### src/rtl/split_incr_counter.sv
// Purpose    : wide free-running sequence counter, low half counts every transfer,
//              high half absorbs the low-half carry one cycle later (carry-deferred).
// Latency    : load to first valid count is 1 cycle; 1 count/cycle, 1 bubble per low wrap.
// Backpressure: out_count holds while out_valid && !out_ready; advances only on transfer.
//
// Ports:
//   clk        clock
//   rst_n      synchronous active-low reset
//   load       load load_val and start counting (highest priority after reset)
//   load_val   value to load, {hi, lo}
//   stop       halt counting; out_valid drops the next cycle
//   out_ready  consumer accepts out_count this cycle
//   out_valid  out_count is coherent and offered
//   out_count  current count {hi, lo}, straight from the state registers
//   wrap       one-cycle pulse: full-width wrap all-ones -> 0 completed
//   carry_pend low-half carry pending; high half not yet updated

// Purpose    : log-depth incrementor, out = a + 1, cy = (a is all-ones).
// Latency    : combinational.
// Backpressure: none.
module fast_incr #(
    parameter int W = 16
) (
    input  logic [W-1:0] a,
    output logic [W-1:0] out,
    output logic         cy
);

    // pfx[i] = &a[i:0], built with a Kogge-Stone style AND prefix so the
    // depth grows with log2(W) rather than W.
    logic [W-1:0] pfx;
    logic [W-1:0] pfx_prev;
    logic [W:0]   pfx_shift;

    always_comb begin
        pfx      = a;
        pfx_prev = a;
        for (int s = 1; s < W; s = s * 2) begin
            pfx_prev = pfx;
            for (int i = 0; i < W; i++) begin
                if (i >= s) begin
                    pfx[i] = pfx_prev[i] & pfx_prev[i-s];
                end
            end
        end
    end

    // Bit i toggles when every lower bit is one; bit 0 always toggles.
    assign pfx_shift = {pfx, 1'b1};
    assign out       = a ^ pfx_shift[W-1:0];
    assign cy        = pfx[W-1];

endmodule

// Purpose    : carry-deferred split counter with valid/ready output.
// Latency    : registered outputs; load visible next cycle; hi lags lo carry by 1 cycle.
// Backpressure: no advance without transfer; carry cycle forces out_valid low.
module split_incr_counter #(
    parameter int WIDTH = 32,
    parameter int LO_W  = 16   // WIDTH must exceed LO_W
) (
    input  logic             clk,
    input  logic             rst_n,
    input  logic             load,
    input  logic [WIDTH-1:0] load_val,
    input  logic             stop,
    input  logic             out_ready,
    output logic             out_valid,
    output logic [WIDTH-1:0] out_count,
    output logic             wrap,
    output logic             carry_pend
);

    localparam int HI_W = WIDTH - LO_W;

    logic [LO_W-1:0] lo;
    logic [HI_W-1:0] hi;
    logic            carry_q;
    logic            running;
    logic            wrap_q;

    logic [LO_W-1:0] lo_inc;
    logic            lo_cy;
    logic [HI_W-1:0] hi_inc;
    logic            hi_cy;
    logic            xfer;

    fast_incr #(.W(LO_W)) u_lo_incr (
        .a   (lo),
        .out (lo_inc),
        .cy  (lo_cy)
    );

    fast_incr #(.W(HI_W)) u_hi_incr (
        .a   (hi),
        .out (hi_inc),
        .cy  (hi_cy)
    );

    // While the carry is in flight {hi, lo} is incoherent, so the value is
    // withheld; this also guarantees a transfer and a carry never coincide.
    assign out_valid  = running && !carry_q;
    assign xfer       = out_valid && out_ready;
    assign out_count  = {hi, lo};
    assign wrap       = wrap_q;
    assign carry_pend = carry_q;

    always_ff @(posedge clk) begin
        if (!rst_n) begin
            lo      <= '0;
            hi      <= '0;
            carry_q <= 1'b0;
            running <= 1'b0;
            wrap_q  <= 1'b0;
        end else if (load) begin
            // Any coincident increment or pending carry is discarded.
            lo      <= load_val[LO_W-1:0];
            hi      <= load_val[WIDTH-1:LO_W];
            carry_q <= 1'b0;
            running <= 1'b1;
            wrap_q  <= 1'b0;
        end else begin
            wrap_q <= 1'b0;
            if (carry_q) begin
                // hi all-ones rolling to zero completes the full-width wrap.
                hi      <= hi_inc;
                carry_q <= 1'b0;
                wrap_q  <= hi_cy;
            end else if (xfer) begin
                lo      <= lo_inc;
                carry_q <= lo_cy;
            end
            // Stop only gates future offers; the transfer or carry above
            // still completes so the held value stays exact.
            if (stop) begin
                running <= 1'b0;
            end
        end
    end

endmodule

### config.mk
export PLATFORM = sky130hd
export DESIGN_NAME = split_incr_counter
export DESIGN_NICKNAME = d
export VERILOG_FILES = /design/src/rtl/split_incr_counter.sv
export SDC_FILE = /design/constraint.sdc
export NUM_CORES = 1
export LEC_CHECK = 0
export CORE_MARGIN = 10
export CORE_UTILIZATION = 39
export DETAILED_ROUTE_END_ITERATION = 8
export GPL_TIMING_DRIVEN = 1
export PLACE_DENSITY_LB_ADDON = 0.12
export SYNTH_ARGS = -nofsm -noshare
export SYNTH_HDL_FRONTEND = slang
export SYNTH_SLANG_ARGS = --single-unit
### constraint.sdc
create_clock -name clk -period 1.5 [get_ports clk]
set_input_delay 0.225 -clock clk [delete_from_list [all_inputs] [get_ports clk]]
set_output_delay 0.225 -clock clk [all_outputs]
set_load 0.1 [all_outputs]
==> flow_metrics.py <==
metrics = {
    "run_status": {
        "status": "finished with violations",
        "violations": "setup timing",
    },
    "sta": {
        "fin_ws_ps": -0.312,
        "worst_pin_slew_ps": 315,
        "relSlewSlack_pct": 78.8,
        "period_needed_ps": 1500,
        "fin_crit_sh_pct": 100,
        "slew_viol_final": 0,
        "finClkSkew_ps": 3.30,
        "timing.fmax_mhz": 667,
        "hold_viol": 0,
        "rsz0062_at_grt": "yes",
        "setup_viol": 1,
        "setup_tns_ps": -0.312,
    },
    "clocking": {
        "cts_tree": "done",
        "hold_buffers": 0,
        "htree_num_levels": 2,
        "worstSkewPairLatency_ps": 280,
        "clk_pin_slew_ps": 70,
        "cts_buffers": 5,
        "cts_root_buf": "clkbuf_8",
        "clock_sinks": 35,
        "clock_path_buffers": 2,
    },
    "power": {
        "power_mw": 2.80,
        "pwr-share-seq_pct": 39.0,
        "peakVddDrop_mv": 0.458,
        "clkPwrFrac_pct": 23.7,
        "power.switching_mw": 1.07,
        "internal_power_mw": 1.73,
        "p_leak_nw": 1.26,
        "swShare_pct": 38.2,
        "p_per_area_nw_per_um2": 813,
        "comb_power_share_pct": 37.3,
    },
    "yosys": {
        "yosys-top-cells-area": "dfxtp_1, xnor2_1, o21ai_0, a21oi_1, nand4_1",
        "synth.yosys.seq_area_share_pct": 37.5,
        "async_flop_share_pct": 0,
        "synth_fp_nets": 264,
        "synthCells": 225,
        "avgSynthCellArea_um2": 8.31,
        "yosysMostFrequentCell": "dfxtp_1",
        "ys.warnings.count": 0,
        "synth_seq_cells": 35,
        "synth_cell_types": 33,
        "syn-cell-area_um2": 1870,
        "synthDominantCellAreaShare_pct": 37.5,
        "yosysTopAreaCell": "dfxtp_1",
        "synth_edf_count": 0,
        "ys.flop_type": "dfxtp_1",
        "synth_common_cells": "dfxtp_1, o21ai_0, xnor2_1, a21oi_1, nand2_1",
    },
    "grt": {
        "antenna_found_initial": 0,
        "grt_max_degree": 27,
        "overflow": 0,
        "first_global_vias": 1912,
        "grt_pass1_wl_mm": 9.08,
        "track_usage_pct": 14.5,
    },
    "detailed_routing": {
        "drt_iter0_markers": 80,
        "routed_wl_mm": 5.72,
        "vias": 1942,
        "drt_pass1_iterations": 4,
        "detail_route.wl_per_cell_um": 15.5,
        "drc": 0,
        "vias_per_cell": 5.28,
        "ant_nets": 0,
    },
    "setup_path": {
        "required_ps": 1680,
        "reg2reg_from": "carry_pend",
        "r2r-end": "lo[13]",
        "worst_ep_arrival_time_ps": 1680,
        "crit_chain": "nand3b_4 > or3_4 > o31a_1 > o311a_1",
        "timing.setup.critical_path_class": "register to register",
        "cp-end-kind": "register",
        "cpPeakStageDelay_ps": 390,
        "rr_worst_depth": 4,
        "r2r_slack_ps": -0.3,
        "slowest_stage": "or3_4",
        "critPathMaxFanout": 2,
        "cp-start-kind": "register",
    },
    "floorplan": {
        "initial_core_util_pct": 39.9,
        "ios": 72,
        "rows": 25,
        "die_x_um": 89.3,
        "dieArea_um2": 7970,
        "dieHeight_um": 89.3,
        "coreArea_um2": 4690,
    },
    "worst_hold_path": {
        "holdPathEnd": "carry_pend",
        "hp-class": "register to register",
        "holdPathStages": 2,
        "hold_start": "lo[15]",
    },
    "place": {
        "hpwl_mm": 4.29,
        "pre_cts_ws_ps": -369,
        "globalplace.congestion": 0.783,
        "dp.cells": 354,
        "io_buffers": 71,
    },
    "final_layout": {
        "nets": 352,
        "layout-drive-gt1-share_pct": 36.6,
        "areaGrowthSynthToFinish_pct": 83.9,
        "fin_util_pct": 73.3,
        "antennaDiodeCount": 0,
        "stdcell_count": 368,
    },
    "job": {
        "drv_cap": 0,
    },
}
==> cells by family after synthesis <==
logic type	after synthesis	share of synthesized area, %
AO/OA/AOI/OAI	56	17.1
flip-flops	35	37.5
AND/OR/NAND/NOR	83	25.6
multiplexers	3	1.61
XOR/XNOR	27	12.6
adder cells (fa/ha/maj)	2	1.34
buffers and inverters	19	4.28
==> final cells by class <==
class | count | area, um^2
clock buffers | 5 | 68.8
clock inverters | 3 | 15.0
fillers | 356 | 1250
inverters | 4 | 15.0
multi-input cells | 171 | 1200
flip-flops and latches | 35 | 805
well taps | 54 | 67.6
repair buffers | 96 | 1270
==> sequential cells by signal (all words and copies together) (netlist names) <==
register,flops
carry_pend,1
hi,16
running,1
wrap,1
lo,16
==> cells in the final DEF, fill, tap and decap left out, drive strengths merged <==
cell            n
nand2b          4
a21oi          21
nor2b           2
dfxtp          35
nand2          16
clkdlybuf4s50  35
and3            2
xor2            4
and3b           1
nor4           10
nand4          15
or3b            1
clkinvlp        1
clkbuf          5
a211oi          1
buf            60
ha              2
inv             4
and4            1
or3             2
clkinv          2
nor3b           1
nand3b          1
dlygate4sd2     1
o21ai          26
nor3           10
o311a           1
nor2            5
a21boi          1
xnor2          23
and2            4
o31a            1
mux2i           3
nand3           8
o211a           5
==> power by group through the flow <==
stage	registers, mW	logic (mW)	clock network, mW
2_1_floorplan	1.51	0.176	0
3_3_place_gp	1.11	1.03	0
3_5_place_dp	1.12	1.03	0
4_1_cts	1.09	1.05	0.682
5_1_grt	1.10	1.09	0.726
6_report	1.09	1.04	0.663
==> worst max path at each step <==
stage               cells past startpoint  slack (ps)  endpoint  startpoint
global route                            4         -60    lo[13]  carry_pend
detailed placement                      5        -370    lo[13]   out_ready
global placement                        5        -350    lo[13]   out_ready
floorplan                               5        -270    lo[13]       lo[2]
finish                                  4        -0.3    lo[13]  carry_pend
CTS                                     4           3    lo[13]       lo[3]
==> routing by layer <==
layer	track usage [%]	routed length, um	vias to the layer above
li1	-	-	995
met1	15.5	2200	878
met2	26.1	2990	67
met3	5.74	506	2
met4	3.47	27	0
met5	0	0	-
==> worst max-delay path: cells and delay by family, from the launching register on <==
kind,cells,cell delay (ps)
AOI/OAI and AO/OA,2,530
and+or+nand+nor,2,530
DFF,1,340
==> metrics by stage <==
| step | cell area (um^2) | hold slack [ps] |
|---|---|---|
| final | 3440 | 517 |
| after global routing | 3440 | 542 |
| after CTS | 3390 | 523 |
| after detailed placement | 3280 | 506 |
| after global placement | 3280 | 507 |
| after floorplan | 2070 | 362 |
==> timing repair <==
action,CTS,global route
setup endpoints to repair,1,6
setup buffers,4,2
pin swaps,1,2
gates resized for setup,1,7
Note: power is estimated with default switching activity, not from simulation.
